==> src/rtl/register_ops_nb_pkg.sv <==
// Shared op-code encodings for the N-bit register with load/inc/dec/shift/rotate ops.
// OP_W is the op-select width used by the top and by the next-state logic.
package register_ops_nb_pkg;
   localparam int OP_W = 3;

   typedef enum logic [OP_W-1:0] {
      OP_NOP  = 3'd0,
      OP_LOAD = 3'd1,
      OP_INC  = 3'd2,
      OP_DEC  = 3'd3,
      OP_ASL  = 3'd4,
      OP_LSR  = 3'd5,
      OP_ROL  = 3'd6,
      OP_ROR  = 3'd7
   } op_e;
endpackage

==> src/rtl/register_ops_nb_next.sv <==
// Combinational next-state logic: new value, carry and Z/N for the selected op.
// Arithmetic wraps at WIDTH bits; carry passes through unless a shift or rotate drives it.
module register_ops_next_nb
   import register_ops_nb_pkg::*;
#(
   parameter int WIDTH = 8
) (
   input  logic [WIDTH-1:0] q,
   input  logic [WIDTH-1:0] d,
   input  logic             c_in,
   input  logic [OP_W-1:0]  op,
   input  logic             c,
   output logic [WIDTH-1:0] next_q,
   output logic             next_c,
   output logic             next_z,
   output logic             next_n
);

   always_comb begin
      next_q = q;
      next_c = c;
      case (op_e'(op))
         OP_LOAD: next_q = d;
         OP_INC:  next_q = q + WIDTH'(1);
         OP_DEC:  next_q = q - WIDTH'(1);
         OP_ASL: begin
            next_c = q[WIDTH-1];
            next_q = {q[WIDTH-2:0], 1'b0};
         end
         OP_LSR: begin
            next_c = q[0];
            next_q = {1'b0, q[WIDTH-1:1]};
         end
         OP_ROL: begin
            next_c = q[WIDTH-1];
            next_q = {q[WIDTH-2:0], c_in};
         end
         OP_ROR: begin
            next_c = q[0];
            next_q = {c_in, q[WIDTH-1:1]};
         end
         default: ;
      endcase
   end

   assign next_z = (next_q == '0);
   assign next_n = next_q[WIDTH-1];

endmodule

==> src/rtl/register_ops_nb.sv <==
// Clocked N-bit register with op-selected update and 6502-style Z/N/C flags.
// Holds only the flops and the reset > clear > enable priority; next values come from the sub-module.
module register_ops_nb
   import register_ops_nb_pkg::*;
#(
   parameter int               WIDTH       = 8,
   parameter logic [WIDTH-1:0] RESET_VALUE = '0
) (
   input  logic             clk,
   input  logic             reset_n,
   input  logic             clear,
   input  logic             en,
   input  logic [OP_W-1:0]  op,
   input  logic [WIDTH-1:0] d,
   input  logic             c_in,
   output logic [WIDTH-1:0] q,
   output logic             flag_z,
   output logic             flag_n,
   output logic             flag_c
);

   logic [WIDTH-1:0] next_q;
   logic             next_c;
   logic             next_z;
   logic             next_n;

   register_ops_next_nb #(
      .WIDTH (WIDTH)
   ) u_next (
      .q      (q),
      .d      (d),
      .c_in   (c_in),
      .op     (op),
      .c      (flag_c),
      .next_q (next_q),
      .next_c (next_c),
      .next_z (next_z),
      .next_n (next_n)
   );

   // NOP is treated as a hold so the flags are not rewritten.
   always_ff @(posedge clk or negedge reset_n) begin
      if (!reset_n) begin
         q      <= RESET_VALUE;
         flag_z <= (RESET_VALUE == '0);
         flag_n <= RESET_VALUE[WIDTH-1];
         flag_c <= 1'b0;
      end else if (clear) begin
         q      <= '0;
         flag_z <= 1'b1;
         flag_n <= 1'b0;
      end else if (en && (op_e'(op) != OP_NOP)) begin
         q      <= next_q;
         flag_z <= next_z;
         flag_n <= next_n;
         flag_c <= next_c;
      end
   end

endmodule

==> config.mk <==
export PLATFORM = sky130hd
export DESIGN_NAME = register_ops_nb
export DESIGN_NICKNAME = d
export VERILOG_FILES = /design/src/rtl/register_ops_nb_pkg.sv /design/src/rtl/register_ops_nb_next.sv /design/src/rtl/register_ops_nb.sv
export SDC_FILE = /design/constraint.sdc
export NUM_CORES = 1
export LEC_CHECK = 0
export CORE_ASPECT_RATIO = 1.25
export CORE_MARGIN = 2
export CORE_UTILIZATION = 46
export CTS_BUF_LIST = sky130_fd_sc_hd__clkbuf_4 sky130_fd_sc_hd__clkbuf_8
export DETAILED_ROUTE_END_ITERATION = 7
export GPL_ROUTABILITY_DRIVEN = 0
export GPL_TIMING_DRIVEN = 1
export PLACE_DENSITY = 0.76
export SKIP_LAST_GASP = 1
export SYNTH_ARGS = -nofsm -noshare
export SYNTH_HDL_FRONTEND = slang
export SYNTH_HIERARCHICAL = 1
export SYNTH_SLANG_ARGS = --single-unit
==> constraint.sdc <==
create_clock -name clk -period 2.6 [get_ports clk]
set_clock_uncertainty 0.05 [all_clocks]
set_input_delay 0.52 -clock clk [delete_from_list [all_inputs] [get_ports clk]]
set_output_delay 0.52 -clock clk [all_outputs]
set_load 0.01 [all_outputs]
==> flow_metrics.py <==
metrics = {
    "status": {
        "status": "finished with violations",
        "violations": "setup timing",
    },
    "floorplan": {
        "die_area_um2": 3310,
        "die_y_um": 63.9,
        "die_w_um": 51.9,
        "io_pins": 27,
        "core_area_um2": 2710,
        "start_util_pct": 48.7,
        "std_cell_rows": 21,
    },
    "critical_path": {
        "r2r_end": "flag_z",
        "cp-startpoint": "op[2]",
        "arrival_ns": 2.78,
        "slowest_stage": "or4_4",
        "crit_end": "flag_z",
        "worstSetupEndpointType": "register",
        "r2r-start": "q[1]",
        "regToRegSetupSlack_ns": 0.06,
        "critical_path_class": "input pin to register",
        "startpoint_type": "input pin",
        "path_cells": "buf_6 -> nand3b_4 -> xnor2_2 -> ha_2 -> buf_4 -> nand3_1 -> a2bb2oi_2 -> mux2i_1 -> a22oi_1 -> or4_4 -> nor4b_4 -> nor3_1 -> a21oi_1",
        "required_ns": 2.75,
        "reg2regPathDepth": 11,
        "critPathMaxFanout": 4,
        "slowest_delay_ns": 0.45,
    },
    "logic_synthesis": {
        "synth_fp_nets": 184,
        "ys_seq_area_share_pct": 21.0,
        "synth_top_area_share_pct": 19.0,
        "synth_area_leaders": "dfrtp_1 (19%), a22o_2 (6.8%), mux2i_1 (6.1%)",
        "yosys.area.top_type": "dfrtp_1",
        "synthCells": 166,
        "ys_seq_elements": 11,
        "synth_ff_type": "dfrtp_1",
        "yosysWarnings": 6,
        "synth_edf_count": 0,
        "synth_cell_type_count": 53,
        "syn_avg_cell_area_um2": 7.94,
        "async_flop_share_pct": 100,
        "syn_area_um2": 1320,
    },
    "sta": {
        "worst_slack_ns": -0.0266,
        "fmax_mhz": 381,
        "min_period_ns": 2.63,
        "tightest_slew_ns": 0.496,
        "finalHoldViolations": 0,
        "setup_viol": 1,
        "period_share_pct": 101,
        "whs_ns": 0.432,
        "drv_slew": 0,
        "rsz0062_at_grt": "yes",
        "max_slew_margin_pct": 66.9,
    },
    "finish": {
        "final_core_util_pct": 65.7,
        "drive_gt1_share_pct": 27.7,
        "area_delta_synth_final_pct": 34.8,
        "seqCellArea_um2": 277,
        "final_nets": 221,
        "num_antenna_cells": 0,
        "fillers": 221,
        "final_cell_mix": "clkdlybuf4s50_1 (23), buf_4 (23), nor2_1 (13)",
        "multi_input_area_um2": 971,
    },
    "clock_network": {
        "numCtsBuffers": 3,
        "clock_latency_ns": 0.27,
        "htree_levels": 1,
        "clkSinkCount": 11,
        "worst_setup_hold_path_clk_slew_ns": 0.07,
        "clockBufferDepth": 2,
        "cts_root_buffer": "clkbuf_4",
        "cts_tree": "done",
    },
    "drt": {
        "routed-via-count": 1453,
        "drt_iter0_markers": 50,
        "post_drt_wl_per_cell_um": 16.3,
        "ant_nets": 0,
        "drc": 0,
        "viasPerCell": 6.16,
        "dr.pass1.iters": 4,
        "wirelength_mm": 3.85,
    },
    "placement": {
        "hpwlAfterDp_mm": 2.70,
        "portBuffers": 26,
    },
    "grt": {
        "grt_pass1_vias": 1476,
        "grtUsageTotal_pct": 24.7,
        "grt_pass1_wl_mm": 6.42,
        "grt_max_degree": 30,
        "antenna_found_initial": 0,
        "grt-ovfl-total": 0,
    },
    "power": {
        "peakVddDrop_mv": 0.325,
        "cellPowerDensity_nw_per_um2": 350,
        "leakage_uw": 0.000784,
    },
    "job": {
        "maxCapViolCount": 0,
    },
    "min_path": {
        "hold_path.class": "register to register",
    },
}
==> worst min path at each step <==
| stage | from | end | slack [ns] | depth (start not counted) |
|---|---|---|---|---|
| 6_report | flag_z | flag_z | 0.43 | 2 |
| 5_1_grt | flag_z | flag_z | 0.47 | 2 |
| 4_1_cts | flag_z | flag_z | 0.43 | 2 |
| 3_5_place_dp | flag_z | flag_z | 0.42 | 2 |
| 3_3_place_gp | flag_z | flag_z | 0.40 | 2 |
| 2_1_floorplan | reset_n | flag_c | 0.17 | 0 |
==> Yosys cell counts, types with 4 or more instances <==
master     n
nor2_1    13
a21oi_1   12
dfrtp_1   10
a22o_2     9
inv_1      9
mux2i_1    8
nand2_1    8
nor3_1     7
a211oi_1   6
buf_2      6
o21ai_0    6
clkbuf_1   5
nor2b_1    5
nand3_1    4
==> power breakdown <==
part           switching, uW  internal, uW  total (uW)  leakage (uW)
clock                   58.9          69.9         129     0.0000184
sequential              20.9           186         207      0.000145
combinational            136           150         286      0.000620
total                    216           406         622      0.000784
==> registers in the layout, summed over array words and instances (netlist names) <==
name,flops
flag_z,1
flag_n,1
flag_c,1
q,8
==> cell type report <==
| type | instances | share of cell area [%] |
|---|---|---|
| Multi-Input combinational cell | 129 | 54.6 |
| Inverter | 9 | 1.90 |
| Sequential cell | 11 | 15.6 |
| Clock buffer | 4 | 1.69 |
| Timing Repair Buffer | 49 | 23.9 |
| Tap cell | 34 | 2.39 |
==> critical path, delay by kind of cell <==
kind	cells	cell delay [ns]
buffers and inverters	2	0.23
AO/OA/AOI/OAI	3	0.42
XOR/XNOR	1	0.14
AND/OR/NAND/NOR	5	1.05
multiplexers	1	0.20
adder cells (fa/ha/maj)	1	0.20
==> through the flow <==
step	cell area [um^2]	std cells	power, uW	setup TNS [ns]	setup WS [ns]
final	1780	236	622	-0.0266	-0.0266
after global routing	1780	236	653	-0.129	-0.129
after CTS	1760	236	613	-0.0482	-0.0482
after detailed placement	1720	230	480	-2.54	-0.720
after global placement	1720	230	471	-2.09	-0.602
after floorplan	1360	166	368	-0.178	-0.178
==> what timing repair did <==
item,4_1_cts,5_1_grt
endpoints found under the setup margin,3,1
hold buffers,0,0
setup buffers,2,0
pin swaps,7,5
resized for setup,13,4
==> per-layer routing <==
layer / vias to the layer above / global-route usage, % / part of all wire (%)
met5: - / 0 / 0
met1: 717 / 32.8 / 44
li1: 691 / - / -
met4: 0 / 10.5 / 1.8
met3: 6 / 2.57 / 4.5
met2: 39 / 39.7 / 49
==> logic make-up after synthesis <==
| family | Yosys count | synth area share, % |
|---|---|---|
| multiplexers | 11 | 8.92 |
| AO/OA/AOI/OAI | 54 | 31.4 |
| flip-flops | 11 | 21.0 |
| XOR/XNOR | 2 | 1.33 |
| adder cells (fa/ha/maj) | 2 | 1.90 |
| AND/OR/NAND/NOR | 60 | 26.0 |
| buffers and inverters | 26 | 9.49 |
Note: power is estimated with default switching activity, not from simulation.
